[config.mk]
export PLATFORM = sky130hd
export DESIGN_NAME = ibuf_load_packer
export DESIGN_NICKNAME = d
export VERILOG_FILES = /design/src/rtl/ibuf_load_packer.sv
export SDC_FILE = /design/constraint.sdc
export NUM_CORES = 1
export LEC_CHECK = 0
export ABC_AREA = 1
export CAP_MARGIN = 20
export CORE_ASPECT_RATIO = 0.7
export CORE_MARGIN = 8
export CORE_UTILIZATION = 55
export CTS_BUF_LIST = sky130_fd_sc_hd__clkbuf_4 sky130_fd_sc_hd__clkbuf_8 sky130_fd_sc_hd__clkbuf_16
export DETAILED_ROUTE_END_ITERATION = 6
export GPL_TIMING_DRIVEN = 0
export PLACE_DENSITY = 0.88
export SYNTH_ARGS = -nofsm -noshare
export SYNTH_HDL_FRONTEND = slang
export SYNTH_SLANG_ARGS = --single-unit
[constraint.sdc]
create_clock -name clk -period 5.1 [get_ports clk]
set_input_delay 0.51 -clock clk [delete_from_list [all_inputs] [get_ports clk]]
set_output_delay 0.51 -clock clk [all_outputs]
set_load 0.05 [all_outputs]
[src/rtl/ibuf_load_packer.sv]
// Input-buffer fill stage: packs narrow DMA stream beats into full-width
// buffer words and issues one buffer write per completed word.
module ibuf_load_packer #(
  parameter int unsigned S_DATA_WIDTH   = 64,
  parameter int unsigned MEM_DATA_WIDTH = 256,
  parameter int unsigned MEM_ADDR_WIDTH = 14,
  parameter int unsigned NUM_WORDS_W    = 16,
  parameter int unsigned BEATS_PER_WORD = MEM_DATA_WIDTH / S_DATA_WIDTH
) (
  input  logic                      clk,
  input  logic                      reset,
  input  logic                      cfg_start,
  input  logic [MEM_ADDR_WIDTH-1:0] cfg_base_addr,
  input  logic [NUM_WORDS_W-1:0]    cfg_num_words,
  output logic                      busy,
  output logic                      done,
  input  logic                      s_valid,
  output logic                      s_ready,
  input  logic [S_DATA_WIDTH-1:0]   s_data,
  output logic                      mem_write_req,
  output logic [MEM_ADDR_WIDTH-1:0] mem_write_addr,
  output logic [MEM_DATA_WIDTH-1:0] mem_write_data
);

  localparam int unsigned BEAT_W = (BEATS_PER_WORD > 1) ? $clog2(BEATS_PER_WORD) : 1;
  localparam logic [BEAT_W-1:0] LAST_BEAT = BEAT_W'(BEATS_PER_WORD - 1);

  typedef enum logic [1:0] {
    IDLE,
    LOAD,
    DONE
  } state_t;

  state_t state, state_next;

  logic [MEM_ADDR_WIDTH-1:0] base_addr;
  logic [NUM_WORDS_W-1:0]    num_words;
  logic [NUM_WORDS_W-1:0]    word_idx;
  logic [BEAT_W-1:0]         beat_cnt;
  logic [MEM_DATA_WIDTH-1:0] pack;
  logic [MEM_DATA_WIDTH-1:0] pack_next;
  logic                      accept;
  logic                      last_beat;
  logic                      last_word;
  logic                      start_load;

  // Acceptance is built from state directly so s_ready never loops back into it.
  assign accept     = s_valid && (state == LOAD);
  assign last_beat  = (beat_cnt == LAST_BEAT);
  assign last_word  = (word_idx == (num_words - NUM_WORDS_W'(1)));
  assign start_load = cfg_start && (state == IDLE);

  always_ff @(posedge clk or negedge reset) begin
    if (!reset) begin
      state <= IDLE;
    end else begin
      state <= state_next;
    end
  end

  always_comb begin
    state_next = state;
    s_ready    = 1'b0;
    busy       = 1'b0;
    done       = 1'b0;
    case (state)
      IDLE: begin
        if (cfg_start) begin
          state_next = (cfg_num_words == '0) ? DONE : LOAD;
        end
      end
      LOAD: begin
        s_ready = 1'b1;
        busy    = 1'b1;
        if (accept && last_beat && last_word) begin
          state_next = DONE;
        end
      end
      DONE: begin
        busy       = 1'b1;
        done       = 1'b1;
        state_next = IDLE;
      end
      default: state_next = IDLE;
    endcase
  end

  // The completing beat is merged combinationally so the write carries the full word.
  always_comb begin
    pack_next = pack;
    pack_next[beat_cnt*S_DATA_WIDTH +: S_DATA_WIDTH] = s_data;
  end

  always_ff @(posedge clk or negedge reset) begin
    if (!reset) begin
      base_addr      <= '0;
      num_words      <= '0;
      word_idx       <= '0;
      beat_cnt       <= '0;
      pack           <= '0;
      mem_write_req  <= 1'b0;
      mem_write_addr <= '0;
      mem_write_data <= '0;
    end else begin
      mem_write_req <= 1'b0;
      if (start_load) begin
        base_addr <= cfg_base_addr;
        num_words <= cfg_num_words;
        word_idx  <= '0;
        beat_cnt  <= '0;
        pack      <= '0;
      end else if (accept) begin
        pack <= pack_next;
        if (last_beat) begin
          beat_cnt       <= '0;
          word_idx       <= word_idx + 1'b1;
          mem_write_req  <= 1'b1;
          mem_write_addr <= base_addr + MEM_ADDR_WIDTH'(word_idx);
          mem_write_data <= pack_next;
        end else begin
          beat_cnt <= beat_cnt + 1'b1;
        end
      end
    end
  end

endmodule

* Word-level counts from Yosys, hierarchy flattened
Index checks and enable logic that the tools add are counted.
** Storage, ports and cells
- Bits in registers :: 577
- Bits in latches :: 0
- RAM bits :: 0
- Memory bits (read-only) :: 0
- Input port bits :: 98
- Logic and storage cells :: 54
- Memories kept :: 0
** Cells by class
- Add/sub/neg operators :: 5
- Multipliers :: 0
- Div/mod/pow operators :: 0
- $lt $le $gt $ge :: 0
- Equality and inequality tests :: 6
- Shift operators :: 2
- Mux-type cells :: 19
- Bitwise operators :: 1
- Reductions and logical operators :: 12
** Operators by type and width (number)
- 256-bit two-way mux :: 2
- 256-bit bitwise mux :: 1
- 64-bit by 34-bit variable shift with 256-bit output, first input constant :: 1
- 64-bit by 34-bit indexed part select with 256-bit output :: 1
- 16-bit two-way mux :: 3
- 8-bit negation with 34-bit output :: 1
- 16-bit by 1-bit adder with 16-bit output, second input constant :: 1
- 16-bit == test :: 1
- 16-bit logical NOT :: 1
- 16-bit by 1-bit subtractor with 16-bit output, second input constant :: 1
- 14-bit adder :: 1
- 2-bit two-way mux :: 6
- 1-bit two-way mux :: 6
- 2-bit == test, second input constant :: 2
- 1-bit logical AND :: 4
- 2-bit one-hot mux with 2 select lines :: 1
- 2-bit AND reduction :: 2
- 2-bit nonzero test :: 2
- 3-bit AND reduction :: 1
- 2-bit by 1-bit adder with 2-bit output, second input constant :: 1
- 2-bit by 1-bit == test with 1-bit output, second input constant :: 1
- 2-bit logical NOT :: 1
- 2-bit by 1-bit != test with 1-bit output, second input constant :: 1
- 2-bit != test, second input constant :: 1
- other kinds (2) :: 2

* Logic depth before layout (Yosys ltp)
Gate-level depths: netlist of the first run.
- Word-level depth :: 6
- Mapped depth :: 16
- Mapped depth without buffers :: 16

* Worst setup path before layout of the first run
No wires, ideal clock.
- Path type :: reg-to-reg
- Start :: register beat_cnt[0]
- End :: register mem_write_data[206]
- Arrival :: 2358 ps
- Data required time :: 5017 ps
- Slack :: 2660 ps
- Stages on the path, launching flop included :: 13
- Clock period less this slack :: 2440 ps
- Cell sequence :: dfrtp_1 > inv_1 > clkbuf_1 > buf_1 > ha_1 > nor2_1 > clkinv_1 > nor2_1 > inv_1 > clkbuf_1 > o22ai_1 > nand2_1 > o21ai_0
** On the way
- Longest elaborated chain between the ends :: 3
- Elaborated cells between the ends (all ways) :: 6
** Ends and longest elaborated chain
- start, declared :: RTL line 39 : logic [BEAT_W-1:0] beat_cnt;
- start signal, assigned :: RTL line 121 : beat_cnt <= beat_cnt + 1'b1;
- 8-bit negation with 34-bit output :: RTL line 91 : pack_next[beat_cnt*S_DATA_WIDTH +: S_DATA_WIDTH] = s_data;
- 64-bit by 34-bit indexed part select with 256-bit output / 64-bit by 34-bit variable shift with 256-bit output (equally long branches) :: RTL line 91
- 256-bit bitwise mux :: RTL line 91
- end signal, assigned :: RTL line 119 : mem_write_data <= pack_next;
- end, declared :: RTL line 22 : output logic [MEM_DATA_WIDTH-1:0] mem_write_data
Parallel ways exist; a longest one is shown, timed or not.
A chain may end at the register's enable or synchronous reset.

* Final worst setup path of the first run
- Start :: register beat_cnt[0]
- End :: register pack[57]
** On the way
- Longest elaborated chain between the ends :: 5
- Elaborated cells between the ends (all ways) :: 6
** Ends and longest elaborated chain
- 8-bit negation with 34-bit output (*) :: RTL line 91
- 64-bit by 34-bit indexed part select with 256-bit output / 64-bit by 34-bit variable shift with 256-bit output (equally long branches) :: RTL line 91
- 256-bit bitwise mux (*) :: RTL line 91
- 256-bit two-way mux (*) :: RTL line 112 : end else if (accept) begin
- 256-bit two-way mux (*) :: RTL line 106 : if (start_load) begin
- end signal, assigned :: RTL line 113 : pack <= pack_next;
- end, declared :: RTL line 40 : logic [MEM_DATA_WIDTH-1:0] pack;
Mark *: on every way between the ends. The rest lies on a longest branch, timed or not. The select of a mux whose other input is x is not followed.

==> impl_summary.md, run 1 <==
Clock network
The largest buffer count on any clock path is 3. Buffers inserted during clock tree synthesis total 55. The CTS root buffer is sky130_fd_sc_hd__clkbuf_16. The post-CTS repair timing setup buffer count is 0. The H-tree depth reported by CTS is 2.

The total of hold buffers inserted after clock tree synthesis is 0. The number of clock sinks seen by CTS is 577. The latest clock arrival within the worst-skew pair is 0.61 ns. Once the clock tree was built, the resizer swapped 0 gates to a different size. The clock tree from TritonCTS is yes. The clock-pin slew on the worst setup and hold paths is 0.07 ns.

Floorplan
The number of rows in the core area is 66. The core region is 46600 um^2. The floorplan step defined a die boundary enclosing 54600 um^2.

The starting density of the core is 0.558. The number of I/O pins is 372. The die boundary height is 198 um.

The width of the die is 276 um.

Place
During placement, the flow inserted port buffers numbering 371. In this run, placement finished with an instance count of 3979. After legalization and detailed placement, the total HPWL measured 66200 um. The congestion estimate from routability-driven global placement came to 0.949.

Outcome
The final reports fail on negative hold slack. The run finished, with violations left.

Hold path
The type of the tightest min-delay check is input pin to asynchronous set/reset pin.

Global routing
Entering global routing, the biggest net connects 126 pins. The number of global-route vias before repair is 23.2k. The first global-routing pass estimated 136000 um of wire. The overall routing resource usage is 0.322. The initial antenna violation count is 4. The leftover overflow at the end of global routing is 0.

Routing
The remaining antenna violation count is 0. Dividing the detail-routed wire length by the instance count gives 22.1 um. The overall routed net length is 90300 um. The number of detailed-route iterations in the first pass is 6. The DRC violation count after routing is 0. For this block, the via count after detailed routing is 23.9k. The mean number of vias per cell is 5.86. In this run, the number of DRC markers left after iteration 0 of detailed routing was 3071.

Timing
Setup repair after global routing left no endpoint under its margin. The final number of max-transition violations is 0. The slew at the pin with the worst max-slew slack is 1.20 ns. The share of the clock period used by the worst path is 0.767. Setup violations remaining at the end of the flow were counted as 0. The setup TNS is 0 ns. The time the worst path needs with I/O delays and setup is 3.91 ns. The count of final hold-check violations is 30. The worst clock skew on the final layout is 0.0406 ns.

Timing would allow up to 256 MHz. Measured against its own limit, the worst slew margin works out to 0.197. The final worst hold slack is -0.0822 ns.

Pwr
Across the VDD grid, the largest voltage drop is 0.279 mV. The static leakage is 13.9 nW. Power spread over the standard cell area amounts to 470 nW/um^2.

Critical path
The peak fanout along the critical path is 12. For the worst setup path, the data arrival time is 4.41 ns. The critical path capture point type is a register.

The critical path data required time is 5.60 ns. The worst setup slack for register-to-register paths is 1.19 ns. The class of the most critical setup path is register to register. The startpoint identified for the worst register-to-register timing path is beat_cnt[0]$_DFFE_PN0P_. The end of the worst register-to-register path is pack[57]$_DFFE_PN0P_. The kind of launch point of the worst setup path is a register. Measured in cells, the most critical reg-to-reg path has a length of 10.

Cells and area
Fill cells in the final layout number 3507. The filler-free cell count of the finished design is 4080. The synthesis-to-layout area growth is 25.0%. The fraction of final layout cells with drive strength greater than 1 is 0.0499. For this run, the share of the core covered by cells in the final layout is 0.697. The footprint of the flip-flops and latches is 14400 um^2. The area taken by multi-input logic gates is 8360 um^2. After the last flow step, the layout net total stands at 3547.

Logic synthesis
The Yosys step of the flow raised 0 warnings. After technology mapping, the gate count stands at 2992. The synthesized netlist net count is 3115. After synthesis the netlist holds a flip-flop and latch count of 577. The number of distinct standard cells referenced by the synthesized netlist is 45. The share of async-settable or async-resettable flops after synthesis is 1.00. The mapped netlist covers 26000 um^2. Dividing the synthesized area by the synthesized cell count gives 8.68 um^2. The share of the Yosys chip area taken by registers is 0.556. The most used flip-flop cell after synthesis is sky130_fd_sc_hd__dfrtp_1. The count of flip-flops with a built-in enable after synthesis is 0.

Run
Across the run, the number of max-cap violations was 0.
[routing by layer]
metal | track usage | vias up | wire, um
met3 | 0.0820 | 222 | 10500
met4 | 0.109 | 6 | 3520
met2 | 0.491 | 1504 | 39600
met1 | 0.449 | 11500 | 36600
met5 | 0 | - | 23
li1 | - | 10700 | -
[cells by family (layout without fill, tap and decap cells)]
kind of cell             Yosys count  count (layout)  synth area share
AO/OA/AOI/OAI                    843             843             0.187
XOR/XNOR                          23              23           0.00828
adder cells (fa/ha/maj)           25              25            0.0123
buffers and inverters            794            1269             0.122
flip-flops                       577             577             0.556
other                              0               1                 0
AND/OR/NAND/NOR                  730             730             0.114
[cells in the mapped netlist, types with 2 or more instances]
master / number / share of area
sky130_fd_sc_hd__buf_6: 22 / 0.0095
sky130_fd_sc_hd__nor4_1: 3 / 0.00072
sky130_fd_sc_hd__o31ai_1: 2 / 0.00058
sky130_fd_sc_hd__buf_2: 23 / 0.0044
sky130_fd_sc_hd__a21oi_1: 24 / 0.0046
sky130_fd_sc_hd__o21ai_0: 156 / 0.030
sky130_fd_sc_hd__o21ai_1: 209 / 0.040
sky130_fd_sc_hd__o21a_1: 2 / 0.00058
sky130_fd_sc_hd__nor2_8: 2 / 0.0015
sky130_fd_sc_hd__o22ai_1: 418 / 0.10
sky130_fd_sc_hd__buf_1: 20 / 0.0029
sky130_fd_sc_hd__xnor2_1: 3 / 0.0010
sky130_fd_sc_hd__clkbuf_1: 124 / 0.018
sky130_fd_sc_hd__nand3_1: 50 / 0.0096
sky130_fd_sc_hd__nor2_1: 91 / 0.013
sky130_fd_sc_hd__xor2_1: 19 / 0.0064
sky130_fd_sc_hd__inv_2: 6 / 0.00087
sky130_fd_sc_hd__nor3_1: 12 / 0.0023
sky130_fd_sc_hd__ha_1: 24 / 0.012
sky130_fd_sc_hd__dfrtp_1: 577 / 0.56
sky130_fd_sc_hd__nand4_1: 11 / 0.0026
sky130_fd_sc_hd__inv_4: 2 / 0.00048
sky130_fd_sc_hd__a32oi_1: 21 / 0.0071
sky130_fd_sc_hd__nand2_1: 547 / 0.079
sky130_fd_sc_hd__o21ai_2: 2 / 0.00067
sky130_fd_sc_hd__a21o_1: 2 / 0.00058
sky130_fd_sc_hd__nor3_2: 3 / 0.0012
sky130_fd_sc_hd__a31oi_1: 5 / 0.0012
sky130_fd_sc_hd__inv_1: 596 / 0.086
[final cells by class]
type | instances | share of cell area
Timing Repair Buffer | 375 | 0.118
Tap cell | 612 | 0.0236
Buffer | 189 | 0.0278
Multi-Input combinational cell | 1621 | 0.258
Sequential cell | 577 | 0.445
Clock inverter | 20 | 0.00755
Clock buffer | 80 | 0.0508
Inverter | 605 | 0.0701
Antenna cell | 1 | 0.0000771
[metrics by stage]
stage	setup slack, ns	hold WS, ns	total power, mW	instance area [um^2]
3_3_place_gp	-21.65	0.469	10.7	30500
3_5_place_dp	1.32	0.470	10.8	30600
6_report	1.19	-0.0822	15.3	32500
2_1_floorplan	2.66	0.214	8.79	26000
4_1_cts	1.28	0.00212	15.1	32500
5_1_grt	1.02	0.0255	15.8	32500
[cells in the final DEF, fill, tap and decap left out, types with 3 or more instances in the layout]
cell type                         instances
sky130_fd_sc_hd__buf_16                   4
sky130_fd_sc_hd__dfrtp_1                577
sky130_fd_sc_hd__nor3_2                   3
sky130_fd_sc_hd__clkinv_2                11
sky130_fd_sc_hd__clkdlybuf4s50_1        370
sky130_fd_sc_hd__nor4_1                   3
sky130_fd_sc_hd__o21ai_0                156
sky130_fd_sc_hd__nor2_1                  91
sky130_fd_sc_hd__buf_6                   22
sky130_fd_sc_hd__a31oi_1                  5
sky130_fd_sc_hd__clkbuf_16               56
sky130_fd_sc_hd__inv_2                    6
sky130_fd_sc_hd__xnor2_1                  3
sky130_fd_sc_hd__nand4_1                 11
sky130_fd_sc_hd__o22ai_1                418
sky130_fd_sc_hd__nand2_1                547
sky130_fd_sc_hd__clkbuf_1               124
sky130_fd_sc_hd__a21oi_1                 24
sky130_fd_sc_hd__inv_1                  596
sky130_fd_sc_hd__a32oi_1                 21
sky130_fd_sc_hd__o21ai_1                209
sky130_fd_sc_hd__buf_2                   23
sky130_fd_sc_hd__nor3_1                  12
sky130_fd_sc_hd__clkbuf_4                13
sky130_fd_sc_hd__clkbuf_8                11
sky130_fd_sc_hd__bufinv_16                5
sky130_fd_sc_hd__buf_1                   20
sky130_fd_sc_hd__nand3_1                 50
sky130_fd_sc_hd__ha_1                    24
sky130_fd_sc_hd__xor2_1                  19
[state kept, by name, indices dropped and copies added (netlist names)]
name,flops
state,2
mem_write_addr,14
mem_write_req,1
pack,256
beat_cnt,2
mem_write_data,256
num_words,16
word_idx,16
base_addr,14
[worst max-delay path, cell delays in order (launching register included)]
cell                       delay, ns
sky130_fd_sc_hd__dfrtp_1        0.54
sky130_fd_sc_hd__inv_1          0.13
sky130_fd_sc_hd__clkbuf_1       0.50
sky130_fd_sc_hd__buf_1          0.49
sky130_fd_sc_hd__ha_1           0.36
sky130_fd_sc_hd__inv_1          0.13
sky130_fd_sc_hd__nand4_1        0.67
sky130_fd_sc_hd__clkbuf_1       0.49
sky130_fd_sc_hd__o22ai_1        0.24
sky130_fd_sc_hd__inv_1          0.11
sky130_fd_sc_hd__o22ai_1        0.14
[worst max-delay path by stage]
stage                                  from                              end  slack, ns  cells past startpoint
finish              beat_cnt[0]$_DFFE_PN0P_             pack[57]$_DFFE_PN0P_       1.19                     10
global route        beat_cnt[0]$_DFFE_PN0P_             pack[57]$_DFFE_PN0P_       1.02                     10
CTS                 beat_cnt[0]$_DFFE_PN0P_             pack[57]$_DFFE_PN0P_       1.28                     10
detailed placement  beat_cnt[0]$_DFFE_PN0P_   mem_write_data[63]$_DFFE_PN0P_       1.32                     10
global placement                      reset   mem_write_data[86]$_DFFE_PN0P_     -21.65                      1
floorplan           beat_cnt[0]$_DFFE_PN0P_  mem_write_data[206]$_DFFE_PN0P_       2.66                     12
[power by group]
part | internal (mW) | switching (mW) | total [mW] | leakage (nW)
registers | 5.06 | 0.353 | 5.41 | 7.98
logic | 1.44 | 4.09 | 5.52 | 5.00
clock network | 2.50 | 1.83 | 4.33 | 0.954
No activity file was read; power rests on OpenSTA's default activity.
==> run 2: changes to the inputs <==
==> constraint.sdc (replaced) <==
create_clock -name clk -period 3.7 [get_ports clk]
set_input_delay 0.37 -clock clk [delete_from_list [all_inputs] [get_ports clk]]
set_output_delay 0.37 -clock clk [all_outputs]
set_load 0.05 [all_outputs]
==> impl_summary.md, run 2 (synthesized netlist as in run 1, its figures left out) <==
Timing
The timing-limited maximum frequency is 285 MHz (+12%). The total of endpoints with negative setup slack in the final report is 0 (unchanged). The share of the clock period used by the worst path is 0.947 (+0.180). The post-layout worst setup margin was 0.196 ns (-0.993 ns). The setup TNS is 0 ns (unchanged).

The final number of max-transition violations is 0 (unchanged). The worst clock skew on the final layout is 0.0358 ns (-0.00484 ns). The normalized max-slew margin is 0.191 (-0.00620). The time the worst path needs with I/O delays and setup is 3.50 ns (-0.407 ns). The count of final hold-check violations was 0 (-100%). The slew at the pin with the worst max-slew slack is 1.21 ns (+0.00930 ns). Setup repair after global routing left no endpoint under its margin.

Routing
The total via count in the routed design was 24.0k (+0.23%). The remaining antenna violation count is 0 (unchanged). The post-detailed-route wirelength per cell is 22.1 um (-0.30%). The number of detailed-route iterations in the first pass was 6 (unchanged). The overall routed net length is 90100 um (-0.20%).

The count of routing violations after the opening detailed-route iteration is 3242 (+5.6%). The mean number of vias per cell is 5.87 (+0.13%). The DRC violation count after routing came to 0 (unchanged).

Floorplan
The number of I/O pins was 372 (unchanged). The width of the die is 276 um (unchanged). The die footprint is 54600 um^2 (unchanged).

The floorplan core area was 46600 um^2 (unchanged). The starting density of the core is 0.558 (unchanged). The die boundary height is 198 um (unchanged). The number of rows in the core area was 66 (unchanged).

Clock network
TritonCTS built the clock tree. The latest clock arrival within the worst-skew pair is 0.61 ns (about the same). The H-tree depth reported by CTS is 2 (unchanged). The clock-pin slew on the worst setup and hold paths is 0.06 ns (about the same).

The total CTS buffers is 55 (unchanged). The tree is rooted in a sky130_fd_sc_hd__clkbuf_16. The number of clock sinks seen by CTS is 577 (unchanged).

The largest buffer count on any clock path is 3 (unchanged).

Cells and area
Relative to the synthesized area, the layout overhead comes to 25.1%. The largest registers in the layout are mem_write_data x256, pack x256. The fraction of final layout cells with drive strength greater than 1 was 0.0510 (+0.00111). The utilization of the core after routing is 0.698 (+0.000699). The final net count is 3550 (+0.085%). Leaving out fill and tap cells, the most frequent cell in the layout is sky130_fd_sc_hd__inv_1. The filler cell count in the final layout is 3504 (-0.086%). In the layout the commonest cells are sky130_fd_sc_hd__inv_1 (596), sky130_fd_sc_hd__dfrtp_1 (577), sky130_fd_sc_hd__nand2_1 (547).

Global routing
The global-route wire length before repair is 136000 um (about the same). The number of global-route vias before repair is 23.2k (+0.069%). The initial antenna violation count is 4 (unchanged). The maximum number of pins on one net before global-route repair is 126 (unchanged).

The overall routing resource usage is 0.322 (about the same). The leftover overflow at the end of global routing came to 0 (unchanged).

Critical path
The peak fanout along the critical path came to 12 (unchanged). The worst path arrival time came to 3.98 ns (-0.43 ns). The class of the most critical setup path is register to register.

STA classifies the critical path endpoint as a register. The kind of cell with the highest combined delay on the critical path is buffers and inverters. The kind of launch point of the worst setup path is a register. Traced cell by cell, the critical path runs through inv_1 -> clkbuf_2 -> ha_1 -> buf_2 -> inv_2 -> nor3_2 -> clkbuf_1 -> a32oi_1 -> o21ai_0. For this design, the slowest cell found on the critical path is sky130_fd_sc_hd__dfrtp_1. The longest individual stage delay on the worst path was 0.54 ns (-0.13 ns). The critical path data required time is 4.18 ns (-1.42 ns). The number of buffer and inverter stages on the critical path is 5 (-1).

Pwr
The static leakage is 13.9 nW (+0.13%). The maximum VDD drop came to 0.383 mV (+38%). The design internal power came to 12.4 mW (+38%). The switching component of the power was 8.65 mW (+38%). The portion of total power attributed to sequential cells is 0.354 (about the same).

The total power of the final layout came to 21.1 mW (+38%). The fraction of power spent switching nets was 0.411 (about the same). The ratio of total power to cell area is 648 nW/um^2 (+38%). The clock share of power is 0.283 (about the same). The share of total power in combinational logic is 0.363 (about the same).

Run
The max-capacitance violation count was 0 (unchanged).

Place
The final weighted congestion in routability-driven placement is 0.949 (unchanged). The sum of net half-perimeters after detailed placement is 66200 um (unchanged). The count of input and output buffers is 371 (unchanged).

The worst-case setup slack after placement is -0.0836 ns (-1.40 ns).

Hold path
The tightest min-delay check is of the input pin to register type.

Outcome
The flow ran to the end, and the final reports show no timing, DRC or antenna violations.
[run 2: worst paths after layout]
path / cells past startpoint / start / to / slack [ns]
min in group asynchronous: 2 / reset / mem_write_addr[9]$_DFFE_PN0P_ / 0.36
max in group asynchronous: 4 / reset / mem_write_data[89]$_DFFE_PN0P_ / 1.70
worst min register to register: 2 / mem_write_data[215]$_DFFE_PN0P_ / mem_write_data[215]$_DFFE_PN0P_ / 0.48
worst max register to register: 9 / beat_cnt[0]$_DFFE_PN0P_ / pack[161]$_DFFE_PN0P_ / 0.20
worst min-delay path: 3 / cfg_base_addr[2] / base_addr[2]$_DFFE_PN0P_ / 0.32
worst max-delay path: 9 / beat_cnt[0]$_DFFE_PN0P_ / pack[161]$_DFFE_PN0P_ / 0.20
[run 2: worst reg2reg max path, stage by stage, from the launching register on]
cell and delay, ns:
sky130_fd_sc_hd__dfrtp_1 0.54, sky130_fd_sc_hd__inv_1 0.45, sky130_fd_sc_hd__clkbuf_2 0.35, sky130_fd_sc_hd__ha_1 0.18, sky130_fd_sc_hd__buf_2 0.27, sky130_fd_sc_hd__inv_2 0.14
sky130_fd_sc_hd__nor3_2 0.40, sky130_fd_sc_hd__clkbuf_1 0.46, sky130_fd_sc_hd__a32oi_1 0.33, sky130_fd_sc_hd__o21ai_0 0.27
[run 2: through the flow]
step	instance area [um^2]	instances	hold WS, ns
2_1_floorplan	26000	2992	0.0744
3_3_place_gp	30500	3975	0.469
3_5_place_dp	30600	3979	0.470
4_1_cts	32500	4082	0.302
5_1_grt	32500	4082	0.330
6_report	32500	4084	0.320
[run 2: power by group through the flow]
stage	Combinational, mW	Sequential, mW	Clock, mW
finish	7.65	7.46	5.97
global route	8.12	7.51	6.21
CTS	7.49	7.44	5.97
detailed placement	7.40	7.54	0
global placement	7.25	7.55	0
floorplan	3.58	8.55	0
[run 2: what timing repair did]
item	4_1_cts	5_1_grt
setup endpoints to repair	72	50
hold endpoints to repair	96	0
hold buffers	1	0
buffers inserted	3	0
gates resized for setup	0	1
[run 2: cell type report]
type                            count  area (um^2)  area share
Antenna cell                        2         5.00    0.000154
Buffer                            188          901      0.0277
Clock buffer                       80         1650      0.0508
Clock inverter                     20          245     0.00754
Inverter                          605         2280      0.0700
Multi-Input combinational cell   1621         8360       0.257
Sequential cell                   577        14400       0.444
Tap cell                          612          766      0.0236
Timing Repair Buffer              379         3860       0.119
[run 2: metal layers]
metal | vias to the layer above | global-route usage | part of all wire
met5 | - | 0 | 0.00018
met4 | 4 | 0.109 | 0.037
met3 | 202 | 0.0815 | 0.12
met2 | 1524 | 0.492 | 0.44
met1 | 11600 | 0.449 | 0.41
li1 | 10700 | - | -
==> run 3: changes to the inputs <==
--- a/config.mk
+++ b/config.mk
@@ -9,11 +9,11 @@
 export CAP_MARGIN = 20
 export CORE_ASPECT_RATIO = 0.7
 export CORE_MARGIN = 8
-export CORE_UTILIZATION = 55
+export CORE_UTILIZATION = 45
 export CTS_BUF_LIST = sky130_fd_sc_hd__clkbuf_4 sky130_fd_sc_hd__clkbuf_8 sky130_fd_sc_hd__clkbuf_16
 export DETAILED_ROUTE_END_ITERATION = 6
 export GPL_TIMING_DRIVEN = 0
-export PLACE_DENSITY = 0.88
+export PLACE_DENSITY = 0.76
 export SYNTH_ARGS = -nofsm -noshare
 export SYNTH_HDL_FRONTEND = slang
 export SYNTH_SLANG_ARGS = --single-unit
==> impl_summary.md, run 3 (synthesized netlist as in run 1, its figures left out) <==
Clock network
The post-CTS repair timing setup buffer count is 0 (-3). The H-tree depth reported by CTS came to 2 (unchanged). The largest buffer count on any clock path is 3 (unchanged). The clock-pin slew on the worst setup and hold paths is 0.07 ns (about the same). The CTS root buffer is sky130_fd_sc_hd__clkbuf_16.

The number of clock sinks seen by CTS is 577 (unchanged). The clock tree from TritonCTS is yes. The latest clock arrival within the worst-skew pair is 0.62 ns (about the same).

The total CTS buffers is 56 (+1.8%).

Outcome
The run finished with clean final reports.

Timing
The share of the clock period used by the worst path is 0.916 (-0.0311). The timing-limited maximum frequency is 295 MHz (+3.4%). The final number of max-transition violations is 0 (unchanged). The setup TNS is 0 ns (unchanged).

Setup repair after global routing left no endpoint under its margin. The worst clock skew on the final layout is 0.0203 ns (-0.0155 ns). The time the worst path needs with I/O delays and setup is 3.39 ns (-0.115 ns). The slew at the pin with the worst max-slew slack is 1.00 ns (-0.214 ns). The count of final hold-check violations is 0 (unchanged). The total of endpoints with negative setup slack in the final report was 0 (unchanged). The normalized max-slew margin came to 0.333 (+0.143).

Critical path
The critical path data required time came to 4.23 ns (+0.05 ns). The critical path goes through inv_1 -> clkbuf_2 -> buf_2 -> ha_1 -> buf_2 -> inv_2 -> nor3_2 -> inv_2 -> clkbuf_1 -> o22ai_1 -> inv_1 -> o21ai_1. The longest individual stage delay on the worst path is 0.51 ns (-0.03 ns). The critical path is of the register to register type. The worst setup path is launched from a register. The critical path capture point type is a register.

The peak fanout along the critical path is 12 (unchanged). The worst path arrival time is 3.91 ns (-0.07 ns). The cell at the slowest stage of the critical path is sky130_fd_sc_hd__dfrtp_1.

Global routing
The number of global-route vias before repair came to 22.3k (-4.0%). The maximum number of pins on one net before global-route repair is 122 (-3.2%). The initial antenna violation count came to 4 (unchanged). The overall routing resource usage is 0.263 (-0.0588). The leftover overflow at the end of global routing was 0 (unchanged). The global-route wire length before repair is 135000 um (-0.96%).

Cells and area
The top cell types in the final layout, fill and taps aside, are sky130_fd_sc_hd__inv_1 (596), sky130_fd_sc_hd__dfrtp_1 (577), sky130_fd_sc_hd__nand2_1 (547). The filler-free cell count of the finished design is 4222 (+3.4%). The area taken by multi-input logic gates is 8360 um^2 (unchanged). The largest registers in the layout are mem_write_data x256, pack x256.

Compared with the post-synthesis result, the final layout area differs by 25.8%. The summed area of non-filler cells in the final layout is 32700 um^2 (+0.53%). The final net count is 3550 (unchanged). The footprint of the flip-flops and latches is 14400 um^2 (unchanged). The fraction of final layout cells with drive strength greater than 1 came to 0.0510 (unchanged). The filler cell count in the final layout was 5050 (+44%). The library cell used most frequently in the layout, excluding fill and tap cells, is sky130_fd_sc_hd__inv_1.

Routing
The remaining antenna violation count is 0 (unchanged). The number of detailed-route iterations in the first pass came to 6 (unchanged). The count of routing violations after the opening detailed-route iteration is 2405 (-26%).

The overall routed net length is 89900 um (-0.21%). The DRC violation count after routing came to 0 (unchanged). The total via count in the routed design is 23.2k (-3.3%). The mean number of vias per cell is 5.49 (-6.4%). The post-detailed-route wirelength per cell came to 21.3 um (-3.5%).

Run
The max-capacitance violation count is 0 (unchanged).

Floorplan
The floorplan core area came to 56900 um^2 (+22%). The starting density of the core is 0.457 (-0.101). The number of I/O pins is 372 (unchanged).

The width of the die came to 303 um (+9.9%). The number of rows in the core area is 73 (+11%). The die footprint is 65800 um^2 (+21%).

The die boundary height came to 217 um (+9.7%).

Pwr
The static leakage came to 13.9 nW (about the same). The ratio of total power to cell area is 644 nW/um^2 (-0.73%). The maximum VDD drop is 0.429 mV (+12%).

Place
The count of input and output buffers is 371 (unchanged). The sum of net half-perimeters after detailed placement is 67000 um (+1.1%). The post-placement cell count is 4117 (+3.5%). The final weighted congestion in routability-driven placement came to 0.937 (-1.3%). The total placed instance area is 30700 um^2 (+0.56%).

Hold path
The worst hold path belongs to the class input pin to register.
[run 3: cell type report]
cell class / count / share of cell area
tap: 750 / 0.0287
sequential: 577 / 0.442
clock inverter: 24 / 0.00808
clock buffer: 77 / 0.0502
antenna: 2 / 0.000153
multi-input combinational: 1621 / 0.256
timing repair buffer: 377 / 0.118
inverter: 605 / 0.0696
buffer: 189 / 0.0277
[run 3: path summary, 6_finish.rpt]
check,from,to,slack (ns),cells after the start
worst min-delay path,cfg_base_addr[13],base_addr[13]$_DFFE_PN0P_,0.29,3
max in group asynchronous,reset,mem_write_data[160]$_DFFE_PN0P_,1.61,4
worst max register to register,beat_cnt[0]$_DFFE_PN0P_,mem_write_data[145]$_DFFE_PN0P_,0.31,12
worst min register to register,mem_write_addr[0]$_DFFE_PN0P_,mem_write_addr[0]$_DFFE_PN0P_,0.48,2
worst max-delay path,beat_cnt[0]$_DFFE_PN0P_,mem_write_data[145]$_DFFE_PN0P_,0.31,12
min in group asynchronous,reset,mem_write_req$_DFF_PN0_,0.35,2
[run 3: per-stage QoR]
| step | util | hold WS, ns | power (mW) | worst slack (ns) |
|---|---|---|---|---|
| after CTS | 0.574 | 0.265 | 21.0 | 0.140 |
| after global placement | 0.538 | 0.455 | 14.9 | -23.71 |
| after global routing | 0.574 | 0.282 | 21.9 | 0.0954 |
| final | 0.574 | 0.291 | 21.0 | 0.312 |
| after detailed placement | 0.540 | 0.463 | 15.0 | 0.0280 |
| after floorplan | - | 0.0744 | 12.1 | 1.26 |
[run 3: metal layers]
layer | share of wire | up-vias | global-route usage
li1 | - | 10700 | -
met1 | 0.44 | 11300 | 0.379
met2 | 0.44 | 1008 | 0.396
met3 | 0.096 | 157 | 0.0618
met4 | 0.028 | 4 | 0.0749
met5 | 0.00026 | - | 0
[run 3: worst max-delay path: cells and delay by family, from the launching register on]
| kind | cells | cell delay [ns] |
|---|---|---|
| AOI/OAI and AO/OA | 2 | 0.37 |
| adders and majority gates | 1 | 0.18 |
| and+or+nand+nor | 1 | 0.44 |
| buffers and inverters | 8 | 1.78 |
| DFF | 1 | 0.51 |
[run 3: timing repair]
item	CTS	global route
cloned	0	0
gates resized for setup	1	2
hold buffers	1	0
endpoints found under the hold margin	106	0
setup endpoints to repair	2	164
[run 3: power by group]
| group | internal [mW] | leakage [nW] | switching, mW |
|---|---|---|---|
| registers | 6.97 | 7.98 | 0.466 |
| clock network | 3.44 | 0.955 | 2.57 |
| logic | 1.99 | 5.01 | 5.60 |
